File: src/rtl/div_iter_radix2.sv
// div_iter_radix2: sequential radix-2 restoring divider, signed/unsigned 32-bit, valid/ready + cancel.
// Optional DIV_EARLY_TERM_EN: finish at accept when |x| < |y|. Rev 1.0
`default_nettype none

module div_iter_radix2 #(
  parameter int WIDTH = 32,
  parameter int CNT_W = 5
) (
  input  logic             clk,
  input  logic             resetn,
  input  logic             div_valid,
  output logic             div_ready,
  input  logic             div_signed,
  input  logic [WIDTH-1:0] x,
  input  logic [WIDTH-1:0] y,
  input  logic             div_cancel,
  output logic             out_valid,
  input  logic             out_ready,
  output logic [WIDTH-1:0] s,
  output logic [WIDTH-1:0] r,
  output logic             div_by_zero
);

  typedef enum logic [1:0] {
    IDLE = 2'd0,
    CALC = 2'd1,
    DONE = 2'd2
  } state_t;

  state_t               state_q, state_d;
  logic [CNT_W-1:0]     cnt_q, cnt_d;
  logic [2*WIDTH-1:0]   rem_q, rem_d;
  logic [WIDTH-1:0]     dvs_q, dvs_d;
  logic                 qneg_q, qneg_d;
  logic                 rneg_q, rneg_d;
  logic [WIDTH-1:0]     s_q, s_d;
  logic [WIDTH-1:0]     r_q, r_d;
  logic                 dbz_q, dbz_d;

  logic [WIDTH-1:0]     x_mag, y_mag;
  logic [WIDTH:0]       top;
  logic                 ge;
  logic [WIDTH-1:0]     diff;
  logic [2*WIDTH-1:0]   step;
  logic [WIDTH-1:0]     quo, rmd;

  assign x_mag = (div_signed && x[WIDTH-1]) ? -x : x;
  assign y_mag = (div_signed && y[WIDTH-1]) ? -y : y;

  // Shifted upper half needs WIDTH+1 bits because it can reach 2*|y|-1.
  assign top  = rem_q[2*WIDTH-1:WIDTH-1];
  assign ge   = top >= {1'b0, dvs_q};
  assign diff = top[WIDTH-1:0] - dvs_q;
  assign step = ge ? {diff, rem_q[WIDTH-2:0], 1'b1} : {rem_q[2*WIDTH-2:0], 1'b0};
  assign quo  = step[WIDTH-1:0];
  assign rmd  = step[2*WIDTH-1:WIDTH];

  always_comb begin
    state_d = state_q;
    cnt_d   = cnt_q;
    rem_d   = rem_q;
    dvs_d   = dvs_q;
    qneg_d  = qneg_q;
    rneg_d  = rneg_q;
    s_d     = s_q;
    r_d     = r_q;
    dbz_d   = dbz_q;
    if (div_cancel) begin
      state_d = IDLE;
    end else begin
      case (state_q)
        IDLE: begin
          if (div_valid) begin
            if (y == '0) begin
              s_d     = '1;
              r_d     = x;
              dbz_d   = 1'b1;
              state_d = DONE;
`ifdef DIV_EARLY_TERM_EN
            end else if (x_mag < y_mag) begin
              s_d     = '0;
              r_d     = x;
              dbz_d   = 1'b0;
              state_d = DONE;
`endif
            end else begin
              rem_d   = {{WIDTH{1'b0}}, x_mag};
              dvs_d   = y_mag;
              cnt_d   = '0;
              qneg_d  = div_signed && (x[WIDTH-1] ^ y[WIDTH-1]);
              rneg_d  = div_signed && x[WIDTH-1];
              state_d = CALC;
            end
          end
        end
        CALC: begin
          rem_d = step;
          cnt_d = cnt_q + CNT_W'(1);
          if (cnt_q == {CNT_W{1'b1}}) begin
            s_d     = qneg_q ? -quo : quo;
            r_d     = rneg_q ? -rmd : rmd;
            dbz_d   = 1'b0;
            state_d = DONE;
          end
        end
        DONE: begin
          if (out_ready) state_d = IDLE;
        end
        default: state_d = IDLE;
      endcase
    end
  end

  always_ff @(posedge clk or negedge resetn) begin
    if (!resetn) begin
      state_q <= IDLE;
      cnt_q   <= '0;
      rem_q   <= '0;
      dvs_q   <= '0;
      qneg_q  <= 1'b0;
      rneg_q  <= 1'b0;
      s_q     <= '0;
      r_q     <= '0;
      dbz_q   <= 1'b0;
    end else begin
      state_q <= state_d;
      cnt_q   <= cnt_d;
      rem_q   <= rem_d;
      dvs_q   <= dvs_d;
      qneg_q  <= qneg_d;
      rneg_q  <= rneg_d;
      s_q     <= s_d;
      r_q     <= r_d;
      dbz_q   <= dbz_d;
    end
  end

  assign div_ready   = (state_q == IDLE);
  assign out_valid   = (state_q == DONE);
  assign s           = s_q;
  assign r           = r_q;
  assign div_by_zero = dbz_q;

endmodule

`default_nettype wire

File: config.mk
export PLATFORM = sky130hd
export DESIGN_NAME = div_iter_radix2
export DESIGN_NICKNAME = d
export VERILOG_FILES = /design/src/rtl/div_iter_radix2.sv
export SDC_FILE = /design/constraint.sdc
export NUM_CORES = 1
export LEC_CHECK = 0
export CAP_MARGIN = 20
export CORE_UTILIZATION = 45
export DETAILED_ROUTE_END_ITERATION = 16
export PLACE_DENSITY_LB_ADDON = 0.1
export SETUP_SLACK_MARGIN = 0.15
export SLEW_MARGIN = 20
export SYNTH_ARGS = -nofsm -noshare
export SYNTH_HDL_FRONTEND = slang
export SYNTH_SLANG_ARGS = --single-unit
File: constraint.sdc
create_clock -name clk -period 12.9 [get_ports clk]
set_clock_uncertainty 0.2 [all_clocks]
set_input_delay 1.935 -clock clk [delete_from_list [all_inputs] [get_ports clk]]
set_output_delay 1.935 -clock clk [all_outputs]
set_load 0.05 [all_outputs]
After elaboration in Yosys (flattened, before gate mapping):

Cells that the tools add are included.

* bits in registers: 170
* word-level logic and storage cells: 68
* output and inout bits: 67
* input bits: 70

* add/sub/neg operators: 6
* $lt $le $gt $ge: 1
* bitwise gates (word level): 3
* multiplexer cells: 29
* equal/unequal tests: 10
* reduce and logical (&&, ||, !) cells: 10

Operators by type and width (number)
* two-way mux 32 bit: 10
* two-way mux 64 bit: 3
* negator 32 bit: 4
* case mux 32 bit (2 select lines): 2
* case mux 64 bit (2 select lines): 1
* greater-or-equal comparator 33 x 32 -> 1 bit: 1
* zero test 32 bit: 1
* subtractor 32 bit: 1
* two-way mux 2 bit: 5
* two-way mux 5 bit: 2
* case mux 5 bit (2 select lines): 1
* AND reduction 4 bit: 2
* != test 2 bit (second input constant): 3
* != test 3 x 2 -> 1 bit (second input constant): 2
* case mux 2 bit (3 select lines): 1
* adder 5 x 1 -> 5 bit (second input constant): 1
* == test 5 bit (second input constant): 1
* AND reduction 5 bit: 1
* logical AND 1 bit: 3
* two-way mux 1 bit: 3
* != test 3 bit (second input constant): 1
* AND reduction 3 bit: 1
* == test 2 x 1 -> 1 bit (second input constant): 1
* == test 2 bit (second input constant): 1
* 6 further kinds: 7

Longest topological paths before layout:

Gate-level depths: netlist (run 1).

* word-level depth: 6
* mapped depth: 23
* mapped depth without buffers: 19

Worst setup path after synthesis (run 1):

No wires, ideal clock.

* path kind: register to register
* start point: register rem_q[43]
* end point: register r_q[28] (netlist: r[28])
* data required time: 12576 ps
* setup slack: 7627 ps
* arrival time: 4950 ps
* setup time: 124 ps
* path buffers: 4
* clock period less this slack: 5273 ps
* stages on the path, launching flop included: 23
* path through: dfrtp_1 > ha_1 > clkbuf_1 > nand2_1 > nor2_1 > o2111ai_2 > a21oi_1 > o211ai_1 > nand2_1 > clkbuf_1 > clkbuf_1 > clkbuf_1 > nand2_1 > o21ai_0 > ha_1 > inv_1 > nor3_1 > nand3_1 > a222oi_1 > nand2_1 > o41ai_2 > xnor2_1 > o21ai_1

* longest elaborated chain between the ends: 6
* elaborated cells between the ends (all ways): 7
* classes of those cells: add/sub (2); order compare (1); mux (4)

Ends and longest elaborated chain
* start, declared: line 32 `logic [2*WIDTH-1:0] rem_q, rem_d;`
* start signal, assigned: line 128 `rem_q <= rem_d;`
* subtractor 32 bit / greater-or-equal comparator 33 x 32 -> 1 bit (equally long branches): line 53, 52
* two-way mux 64 bit *: line 54 `assign step = ge ? {diff, rem_q[WIDTH-2:0], 1'b1} : {rem_q[2*WIDTH-2:0], 1'b0};`
* negator 32 bit: line 101 `r_d = rneg_q ? -rmd : rmd;`
* two-way mux 32 bit *: line 101
* two-way mux 32 bit *: line 99 `if (cnt_q == {CNT_W{1'b1}}) begin`
* case mux 32 bit (2 select lines) *: line 71 `case (state_q)`
* end signal, assigned: line 133 `r_q <= r_d;`
* end, declared: line 37 `logic [WIDTH-1:0] r_q, r_d;`

Mark *: on every way between the ends. The rest lies on a longest branch, timed or not. The select of a mux whose other input is x is not followed.
A chain may end at the register's enable or synchronous reset.

Worst setup path in the final report (run 1):

* start point: input y[7]
* end point: register r_q[31] (netlist: r[31])

* longest elaborated chain between the ends: 3

Ends and longest elaborated chain
* start, declared: line 15 `input logic [WIDTH-1:0] y,`
* zero test 32 bit: line 74 `if (y == '0) begin`
* != test 2 x 1 -> 1 bit (no line)
* AND reduction 5 bit (no line)

Every way passes these cells.

==> flow_summary.html, run 1 <==
<table>
<tr><th>Metric</th><th>Value</th></tr>
<tr><th colspan="2">Status</th></tr>
<tr><td>Outcome</td><td>completed</td></tr>
<tr><th colspan="2">Setup path</th></tr>
<tr><td>Setup slack, reg-to-reg</td><td>between 7 and 8 ns</td></tr>
<tr><td>Required time at the endpoint of the critical path</td><td>roughly 13 ns</td></tr>
<tr><td>RR Endpoint</td><td>r[28]$_DFFE_PN0P_</td></tr>
<tr><td>Critical path launch point type</td><td>input port</td></tr>
<tr><td>Worst Setup Path Type</td><td>in2reg</td></tr>
<tr><td>Startpoint of the worst-slack reg-to-reg timing path</td><td>rem_q[38]$_DFFE_PN0P_</td></tr>
<tr><td>Signal arrival time at the worst endpoint</td><td>~6.7 ns</td></tr>
<tr><td>Count of cells along the worst register-to-register path</td><td>19</td></tr>
<tr><td>Maximum net fanout on the critical path</td><td>31</td></tr>
<tr><td>Worst Setup End Kind</td><td>flip-flop</td></tr>
<tr><th colspan="2">Global routing</th></tr>
<tr><td>Number of global-route vias before repair</td><td>roughly 11000</td></tr>
<tr><td>Number of antenna violations at the first check in global routing</td><td>0</td></tr>
<tr><td>Maximum number of pins on one net before global-route repair</td><td>between 100 and 150</td></tr>
<tr><td>Total routing usage reported by global routing</td><td>0.252</td></tr>
<tr><td>Wire length of the first global-routing pass</td><td>~57 mm</td></tr>
<tr><td>Final global-route overflow total</td><td>0</td></tr>
<tr><th colspan="2">Die</th></tr>
<tr><td>Die area</td><td>approximately 0.028 mm^2</td></tr>
<tr><td>Height of the die</td><td>between 150 and 200 um</td></tr>
<tr><td>Effective utilization at floorplan</td><td>0.464</td></tr>
<tr><td>Cell Rows</td><td>59</td></tr>
<tr><td>Die X-Extent</td><td>~170 um</td></tr>
<tr><td>Core region area</td><td>0.0264 mm^2</td></tr>
<tr><td>Top-level port count</td><td>around 140</td></tr>
<tr><th colspan="2">Detailed routing</th></tr>
<tr><td>Initial DRC Count</td><td>around 710</td></tr>
<tr><td>DR pass1 iterations</td><td>5</td></tr>
<tr><td>Wire length after detailed routing</td><td>about 34 mm</td></tr>
<tr><td>Per-cell routed wire length</td><td>17.4 um</td></tr>
<tr><td>Total via count in the routed design</td><td>11300</td></tr>
<tr><td>Drc violations</td><td>0</td></tr>
<tr><td>Mean number of vias per cell</td><td>around 5.7</td></tr>
<tr><td>Number of nets with antenna violations after detailed routing</td><td>0</td></tr>
<tr><th colspan="2">Worst hold path</th></tr>
<tr><td>Min-delay src</td><td>div_by_zero$_DFFE_PN0P_</td></tr>
<tr><td>Classification of the worst-slack hold path</td><td>reg2reg</td></tr>
<tr><td>Hold depth</td><td>2</td></tr>
<tr><td>Hold Crit Endpoint</td><td>div_by_zero$_DFFE_PN0P_</td></tr>
<tr><th colspan="2">CTS</th></tr>
<tr><td>Hold-fix buffers, CTS</td><td>0</td></tr>
<tr><td>CTS root buf</td><td>sky130_fd_sc_hd__clkbuf_16</td></tr>
<tr><td>Worst-case clock buffer depth</td><td>2</td></tr>
<tr><td>Number of setup buffers added after CTS</td><td>0</td></tr>
<tr><td>Deepest level of the CTS H-tree</td><td>4</td></tr>
<tr><td>Worst-Skew Late Latency</td><td>roughly 0.44 ns</td></tr>
<tr><td>Cts bufs inserted</td><td>17</td></tr>
<tr><td>Clock slew at the register clock pins of the worst setup and hold paths</td><td>0.07 ns</td></tr>
<tr><td>Resize count post-CTS</td><td>0</td></tr>
<tr><td>Clock net sink count</td><td>170</td></tr>
<tr><td>CTS tree</td><td>done</td></tr>
<tr><th colspan="2">Timing</th></tr>
<tr><td>Transition time at the pin with the least slew margin</td><td>between 1 and 1.5 ns</td></tr>
<tr><td>Unrepaired setup endpoints after global routing</td><td>false</td></tr>
<tr><td>Tcrit/Tclk final</td><td>0.502</td></tr>
<tr><td>Total negative slack</td><td>0 ns</td></tr>
<tr><td>Final Worst Setup Slack</td><td>between 6 and 7 ns</td></tr>
<tr><td>Final Hold Viols</td><td>0</td></tr>
<tr><td>Count of final max-slew check failures</td><td>0</td></tr>
<tr><td>Final critical path time including I/O delays and setup</td><td>around 6.5 ns</td></tr>
<tr><td>Max-slew headroom</td><td>0.287</td></tr>
<tr><td>Highest clock frequency the design can meet</td><td>154 MHz</td></tr>
<tr><td>Endpoints failing setup</td><td>0</td></tr>
<tr><th colspan="2">Power</th></tr>
<tr><td>Total leakage power</td><td>6.13 nW</td></tr>
<tr><td>Total Power</td><td>1.85 mW</td></tr>
<tr><td>Internal Dissipation</td><td>~1.1 mW</td></tr>
<tr><td>Combinational power share</td><td>0.368</td></tr>
<tr><td>Part of the power in the clock network</td><td>0.277</td></tr>
<tr><td>Power density over the cells</td><td>between 100 and 150 mW/mm^2</td></tr>
<tr><td>Switching share of power</td><td>0.399</td></tr>
<tr><td>Switching pwr</td><td>roughly 740 uW</td></tr>
<tr><td>Relative contribution of sequential cells to total power</td><td>0.355</td></tr>
<tr><td>Worst voltage drop across the vdd grid</td><td>roughly 90 uV</td></tr>
<tr><th colspan="2">Placed design</th></tr>
<tr><td>Port buffer count</td><td>136</td></tr>
<tr><td>Routability-driven placement congestion ratio</td><td>between 0.8 and 0.9</td></tr>
<tr><td>Placement-stage worst setup slack</td><td>5.92 ns</td></tr>
<tr><td>Placed Instances</td><td>roughly 1900</td></tr>
<tr><td>Half-perimeter wire length after placement</td><td>roughly 26 mm</td></tr>
<tr><th colspan="2">Synth</th></tr>
<tr><td>Yosys warns</td><td>0</td></tr>
<tr><td>Portion of the post-synthesis area used by sequential elements</td><td>0.348</td></tr>
<tr><td>Library cells used by synthesis</td><td>74</td></tr>
<tr><td>Post-synthesis net count</td><td>~1700</td></tr>
<tr><td>Number of flops mapped to enable cells by yosys</td><td>0</td></tr>
<tr><td>Area of the mapped netlist</td><td>roughly 0.012 mm^2</td></tr>
<tr><td>Dominant synthesized flop cell</td><td>sky130_fd_sc_hd__dfrtp_1</td></tr>
<tr><td>Number of synthesized register bits</td><td>between 150 and 200</td></tr>
<tr><td>Syn Area/Cell</td><td>slightly below 8 um^2</td></tr>
<tr><td>Proportion of synthesized flip-flops having asynchronous set or reset</td><td>1.00</td></tr>
<tr><td>Gate Count Post-Synth</td><td>1549</td></tr>
<tr><th colspan="2">Finish</th></tr>
<tr><td>Share of layout cells above drive strength 1</td><td>0.0432</td></tr>
<tr><td>Area delta synth-&gt;final</td><td>17.8%</td></tr>
<tr><td>Count of non-filler cells in the finished layout</td><td>between 1500 and 2000</td></tr>
<tr><td>Leading cell type in the layout, fill and taps excluded</td><td>sky130_fd_sc_hd__a21oi_1</td></tr>
<tr><td>Number of nets in the finished design</td><td>approximately 1700</td></tr>
<tr><td>Antenna diode count</td><td>0</td></tr>
<tr><td>Commonest non-fill, non-tap cells in the layout</td><td>sky130_fd_sc_hd__a21oi_1, sky130_fd_sc_hd__nand2_1, sky130_fd_sc_hd__nor2_1</td></tr>
<tr><th colspan="2">Job</th></tr>
<tr><td>Number of maximum-capacitance violations</td><td>0</td></tr>
</table>
==> sequential cells by signal, summed over array words and instances, names as in the netlist <==
name / cells
cnt_q: 5
div_by_zero: 1
dvs_q: 32
qneg_q: 1
r: 32
rem_q: 64
rneg_q: 1
s: 32
state_q: 2
==> area by class of cell <==
type,count,area [um^2]
multi-input combinational,1239,7450
tap,335,419
clock inverter,14,149
sequential,170,4250
timing repair buffer,150,1500
fill,2549,12000
inverter,54,203
clock buffer,18,429
==> how the worst max path moves through the flow <==
| stage | startpoint | to | slack, ns |
|---|---|---|---|
| CTS | y[7] | r[31]$_DFFE_PN0P_ | 6.37 |
| global placement | y[7] | r[31]$_DFFE_PN0P_ | 5.95 |
| global route | y[6] | r[31]$_DFFE_PN0P_ | 6.11 |
| finish | y[7] | r[31]$_DFFE_PN0P_ | 6.42 |
| floorplan | rem_q[43]$_DFFE_PN0P_ | r[28]$_DFFE_PN0P_ | 7.63 |
| detailed placement | y[7] | r[31]$_DFFE_PN0P_ | 5.92 |
==> Yosys cell counts, types with 13 or more instances <==
library cell                 n  area [um^2]
sky130_fd_sc_hd__a31oi_1    39          244
sky130_fd_sc_hd__nand2_1   181          679
sky130_fd_sc_hd__o21ai_0   130          651
sky130_fd_sc_hd__clkbuf_1   64          240
sky130_fd_sc_hd__or3_1      20          125
sky130_fd_sc_hd__nor3_1     42          210
sky130_fd_sc_hd__mux2i_1    22          220
sky130_fd_sc_hd__nand3_1    25          125
sky130_fd_sc_hd__xnor2_1    67          587
sky130_fd_sc_hd__dfrtp_1   170         4250
sky130_fd_sc_hd__inv_1      53          199
sky130_fd_sc_hd__nor4_1     14         87.6
sky130_fd_sc_hd__and3_1     18          113
sky130_fd_sc_hd__buf_2      13         65.1
sky130_fd_sc_hd__or4_1      14          105
sky130_fd_sc_hd__a21oi_1   183          916
sky130_fd_sc_hd__xor2_1     64          561
sky130_fd_sc_hd__ha_1       38          475
sky130_fd_sc_hd__nand4_1    14         87.6
sky130_fd_sc_hd__nor2_1    171          642
sky130_fd_sc_hd__o31ai_1    22          165
sky130_fd_sc_hd__o211ai_1   16          120
==> routing by layer <==
| metal | global-route usage | vias to the layer above | routed length, um | part of all wire |
|---|---|---|---|---|
| li1 | - | 5710 | - | - |
| met1 | 0.351 | 5345 | 16600 | 0.48 |
| met2 | 0.419 | 261 | 16200 | 0.47 |
| met3 | 0.0257 | 32 | 1140 | 0.033 |
| met4 | 0.0660 | 0 | 496 | 0.014 |
| met5 | 0 | - | 0 | 0 |
==> kinds of logic after synthesis <==
| kind of cell | share of synthesized area |
|---|---|
| flops | 0.348 |
| compound gates | 0.242 |
| simple gates | 0.208 |
| buf+inv | 0.0449 |
| xor+xnor | 0.0939 |
| mux | 0.0226 |
| fa+ha+maj | 0.0405 |
==> critical path: stages <==
cell and delay, ns:
sky130_fd_sc_hd__clkdlybuf4s50_1 0.47, sky130_fd_sc_hd__or4_1 0.60, sky130_fd_sc_hd__nor4_2 0.26, sky130_fd_sc_hd__or4b_1 0.54
sky130_fd_sc_hd__nor4_1 0.50, sky130_fd_sc_hd__nand4b_1 0.30, sky130_fd_sc_hd__nor3b_1 0.45, sky130_fd_sc_hd__o21ai_2 0.07
sky130_fd_sc_hd__buf_4 0.24, sky130_fd_sc_hd__nor2_2 0.76, sky130_fd_sc_hd__and2_1 0.23, sky130_fd_sc_hd__and4_1 0.19
sky130_fd_sc_hd__a211o_1 0.09
==> power groups by stage <==
stage	registers, mW	clock network [mW]	logic (mW)
global route	0.668	0.541	0.764
finish	0.659	0.514	0.681
CTS	0.657	0.520	0.676
detailed placement	0.667	0	0.672
floorplan	0.639	0	0.510
global placement	0.666	0	0.665
==> metrics by stage <==
stage | utilization | cell area, um^2 | hold WS, ns
4_1_cts | 0.545 | 14400 | 0.307
6_report | 0.547 | 14400 | 0.300
3_3_place_gp | 0.523 | 13800 | 0.269
3_5_place_dp | 0.523 | 13800 | 0.293
5_1_grt | 0.547 | 14400 | 0.336
2_1_floorplan | - | 12200 | 0.250
No activity file was read; power rests on OpenSTA's default activity.
==> inputs of run 2 (changes only) <==
==> constraint.sdc (replaced) <==
create_clock -name clk -period 5.39 [get_ports clk]
set_clock_uncertainty 0.2 [all_clocks]
set_input_delay 0.8085 -clock clk [delete_from_list [all_inputs] [get_ports clk]]
set_output_delay 0.8085 -clock clk [all_outputs]
set_load 0.05 [all_outputs]
==> flow_summary.html, run 2 (same netlist as run 1, synthesis figures left out) <==
<table>
<tr><th>Metric</th><th>Value</th></tr>
<tr><th colspan="2">Power</th></tr>
<tr><td>Worst voltage drop across the vdd grid</td><td>216 uV (+140%)</td></tr>
<tr><td>Part of the power in the clock network</td><td>0.297 (+0.020)</td></tr>
<tr><td>Switching pwr</td><td>1.74 mW (+140%)</td></tr>
<tr><td>Relative contribution of sequential cells to total power</td><td>0.340 (-0.015)</td></tr>
<tr><td>Power density over the cells</td><td>315 mW/mm^2 (+150%)</td></tr>
<tr><td>Internal Dissipation</td><td>2.87 mW (+160%)</td></tr>
<tr><td>Switching share of power</td><td>0.378 (-0.0207)</td></tr>
<tr><td>Total leakage power</td><td>6.24 nW (+1.8%)</td></tr>
<tr><td>Combinational power share</td><td>0.363 (-0.005)</td></tr>
<tr><th colspan="2">Setup path</th></tr>
<tr><td>Critical path launch point type</td><td>flip-flop</td></tr>
<tr><td>Maximum net fanout on the critical path</td><td>7 (-77%)</td></tr>
<tr><td>CP peak stage delay</td><td>0.47 ns (-0.29 ns)</td></tr>
<tr><td>Critical-path top delay cell</td><td>sky130_fd_sc_hd__dfrtp_1</td></tr>
<tr><td>Setup slack, reg-to-reg</td><td>0.55 ns (-6.60 ns)</td></tr>
<tr><td>Number of buffers and inverters on the critical path</td><td>3 (+1)</td></tr>
<tr><td>Worst Setup Path Type</td><td>reg2reg</td></tr>
<tr><td>Required time at the endpoint of the critical path</td><td>5.51 ns (-7.57 ns)</td></tr>
<tr><td>Signal arrival time at the worst endpoint</td><td>4.96 ns (-1.70 ns)</td></tr>
<tr><td>Worst-path cell chain</td><td>ha_1, a21oi_1, o21ai_0, a21o_1, o211ai_1, nand2_1, inv_1, mux2i_1, ha_1, inv_1, nor3_1, nand3_1, a222oi_1, buf_4, nand2_1, o41ai_2, xnor2_1, o21ai_1</td></tr>
<tr><td>Worst Setup End Kind</td><td>flip-flop</td></tr>
<tr><td>Kind of cell with the highest combined delay on the critical path</td><td>compound AO/OA/AOI/OAI gates</td></tr>
<tr><th colspan="2">CTS</th></tr>
<tr><td>CTS tree</td><td>done</td></tr>
<tr><td>Clock net sink count</td><td>170 (unchanged)</td></tr>
<tr><td>Cts bufs inserted</td><td>17 (unchanged)</td></tr>
<tr><td>Resize count post-CTS</td><td>0 (unchanged)</td></tr>
<tr><td>Number of setup buffers added after CTS</td><td>0 (unchanged)</td></tr>
<tr><td>Deepest level of the CTS H-tree</td><td>4 (unchanged)</td></tr>
<tr><td>Clock slew at the register clock pins of the worst setup and hold paths</td><td>0.07 ns (about the same)</td></tr>
<tr><td>Worst-Skew Late Latency</td><td>0.44 ns (about the same)</td></tr>
<tr><td>Hold-fix buffers, CTS</td><td>0 (unchanged)</td></tr>
<tr><td>CTS root buf</td><td>sky130_fd_sc_hd__clkbuf_16</td></tr>
<tr><td>Worst-case clock buffer depth</td><td>2 (unchanged)</td></tr>
<tr><th colspan="2">Detailed routing</th></tr>
<tr><td>DR pass1 iterations</td><td>5 (unchanged)</td></tr>
<tr><td>Mean number of vias per cell</td><td>5.79 (+1.0%)</td></tr>
<tr><td>Per-cell routed wire length</td><td>17.6 um (+1.2%)</td></tr>
<tr><td>Total via count in the routed design</td><td>11500 (+1.8%)</td></tr>
<tr><td>Drc violations</td><td>0 (unchanged)</td></tr>
<tr><td>Number of nets with antenna violations after detailed routing</td><td>0 (unchanged)</td></tr>
<tr><td>Wire length after detailed routing</td><td>35.0 mm (+1.9%)</td></tr>
<tr><td>Initial DRC Count</td><td>839 (+18%)</td></tr>
<tr><th colspan="2">Timing</th></tr>
<tr><td>Final Hold Viols</td><td>0 (unchanged)</td></tr>
<tr><td>Total negative slack</td><td>0 ns (unchanged)</td></tr>
<tr><td>Final critical path time including I/O delays and setup</td><td>4.84 ns</td></tr>
<tr><td>Count of final max-slew check failures</td><td>0 (unchanged)</td></tr>
<tr><td>Unrepaired setup endpoints after global routing</td><td>false</td></tr>
<tr><td>Endpoints failing setup</td><td>0 (unchanged)</td></tr>
<tr><td>Max-slew headroom</td><td>0.247 (-0.0404)</td></tr>
<tr><td>Final Worst Setup Slack</td><td>0.547 ns (-5.87 ns)</td></tr>
<tr><td>Highest clock frequency the design can meet</td><td>206 MHz</td></tr>
<tr><td>Tcrit/Tclk final</td><td>0.899</td></tr>
<tr><td>Transition time at the pin with the least slew margin</td><td>1.13 ns (+0.0606 ns)</td></tr>
<tr><th colspan="2">Finish</th></tr>
<tr><td>Commonest non-fill, non-tap cells in the layout</td><td>sky130_fd_sc_hd__a21oi_1, sky130_fd_sc_hd__nand2_1, sky130_fd_sc_hd__nor2_1</td></tr>
<tr><td>Most flops, register</td><td>rem_q</td></tr>
<tr><td>Number of flip-flops in the largest register</td><td>64 (unchanged)</td></tr>
<tr><td>Number of nets in the finished design</td><td>1756 (+0.86%)</td></tr>
<tr><td>Core utilization of the finished layout</td><td>0.554 (+0.00774)</td></tr>
<tr><td>Leading cell type in the layout, fill and taps excluded</td><td>sky130_fd_sc_hd__a21oi_1</td></tr>
<tr><td>Area delta synth-&gt;final</td><td>19.5%</td></tr>
<tr><td>Antenna diode count</td><td>0 (unchanged)</td></tr>
<tr><td>Post-route design area</td><td>0.0146 mm^2 (+1.4%)</td></tr>
<tr><td>Share of layout cells above drive strength 1</td><td>0.0518 (+0.00865)</td></tr>
<tr><th colspan="2">Global routing</th></tr>
<tr><td>Maximum number of pins on one net before global-route repair</td><td>109 (-0.91%)</td></tr>
<tr><td>Total routing usage reported by global routing</td><td>0.255 (+0.00211)</td></tr>
<tr><td>Number of global-route vias before repair</td><td>10800 (+0.87%)</td></tr>
<tr><td>Final global-route overflow total</td><td>0 (unchanged)</td></tr>
<tr><td>Wire length of the first global-routing pass</td><td>56.9 mm (+0.28%)</td></tr>
<tr><td>Number of antenna violations at the first check in global routing</td><td>0 (unchanged)</td></tr>
<tr><th colspan="2">Die</th></tr>
<tr><td>Die area</td><td>0.0278 mm^2 (unchanged)</td></tr>
<tr><td>Effective utilization at floorplan</td><td>0.464 (unchanged)</td></tr>
<tr><td>Height of the die</td><td>167 um (unchanged)</td></tr>
<tr><td>Core region area</td><td>0.0264 mm^2 (unchanged)</td></tr>
<tr><td>Cell Rows</td><td>59 (unchanged)</td></tr>
<tr><td>Die X-Extent</td><td>167 um (unchanged)</td></tr>
<tr><td>Top-level port count</td><td>137 (unchanged)</td></tr>
<tr><th colspan="2">Status</th></tr>
<tr><td>Outcome</td><td>completed</td></tr>
<tr><th colspan="2">Placed design</th></tr>
<tr><td>Instance area after placement</td><td>0.0140 mm^2 (+1.3%)</td></tr>
<tr><td>Port buffer count</td><td>136 (unchanged)</td></tr>
<tr><td>Half-perimeter wire length after placement</td><td>26.5 mm (+3.2%)</td></tr>
<tr><td>Placement-stage worst setup slack</td><td>0.489 ns (-5.43 ns)</td></tr>
<tr><td>Routability-driven placement congestion ratio</td><td>0.990 (+12%)</td></tr>
<tr><th colspan="2">Worst hold path</th></tr>
<tr><td>Classification of the worst-slack hold path</td><td>in2async</td></tr>
<tr><th colspan="2">Job</th></tr>
<tr><td>Number of maximum-capacitance violations</td><td>0 (unchanged)</td></tr>
</table>
==> run 2: metal layers <==
metal	global-route usage	vias up	part of all wire
li1	-	5739	-
met3	0.0392	51	0.048
met2	0.404	352	0.45
met5	0	-	0
met4	0.0857	0	0.025
met1	0.354	5407	0.48
==> run 2: cell type report <==
class / instances / area, um^2
clock buffer: 19 / 443
tap: 335 / 419
inverter: 54 / 203
sequential: 170 / 4250
multi-input combinational: 1239 / 7450
clock inverter: 13 / 209
timing repair buffer: 165 / 1630
fill: 2508 / 11700
==> run 2: worst paths after layout <==
path,start,to,depth (start not counted)
hold / removal,resetn,s[6]$_DFFE_PN0P_,1
setup reg to reg,rem_q[47]$_DFFE_PN0P_,r[28]$_DFFE_PN0P_,18
max in group asynchronous,resetn,rem_q[53]$_DFFE_PN0P_,2
min in group clk,dvs_q[1]$_DFFE_PN0P_,dvs_q[1]$_DFFE_PN0P_,2
setup / recovery,rem_q[47]$_DFFE_PN0P_,r[28]$_DFFE_PN0P_,18
hold reg to reg,dvs_q[1]$_DFFE_PN0P_,dvs_q[1]$_DFFE_PN0P_,2
==> run 2: power by group through the flow <==
stage	Clock, mW	Sequential [mW]	Combinational (mW)
after floorplan	0	1.53	1.22
after global placement	0	1.58	1.63
after detailed placement	0	1.59	1.65
after CTS	1.39	1.56	1.66
after global routing	1.45	1.59	1.85
final	1.37	1.57	1.67
==> run 2: worst register-to-register path, delay by kind of cell (launching register included) <==
family,cells,cell delay [ns]
flops,1,0.47
xor+xnor,1,0.16
mux,1,0.31
buf+inv,3,0.43
simple gates,4,0.63
compound gates,7,1.84
fa+ha+maj,2,0.70
==> run 2: stage by stage <==
| stage | hold WS, ns | total power [mW] | std cells |
|---|---|---|---|
| 5_1_grt | 0.255 | 4.89 | 1995 |
| 6_report | 0.203 | 4.61 | 1995 |
| 2_1_floorplan | 0.250 | 2.75 | 1549 |
| 3_3_place_gp | 0.273 | 3.22 | 1963 |
| 3_5_place_dp | 0.281 | 3.24 | 1963 |
| 4_1_cts | 0.246 | 4.61 | 1995 |
==> inputs of run 3 (changes only) <==
--- a/config.mk
+++ b/config.mk
@@ -7,6 +7,7 @@
 export LEC_CHECK = 0
 export CAP_MARGIN = 20
 export CORE_UTILIZATION = 45
+export CTS_CLUSTER_DIAMETER = 60
 export DETAILED_ROUTE_END_ITERATION = 16
 export PLACE_DENSITY_LB_ADDON = 0.1
 export SETUP_SLACK_MARGIN = 0.15
==> results of run 3 <==
Same layout as run 2: the final DEF is identical, and so are final timing and power.
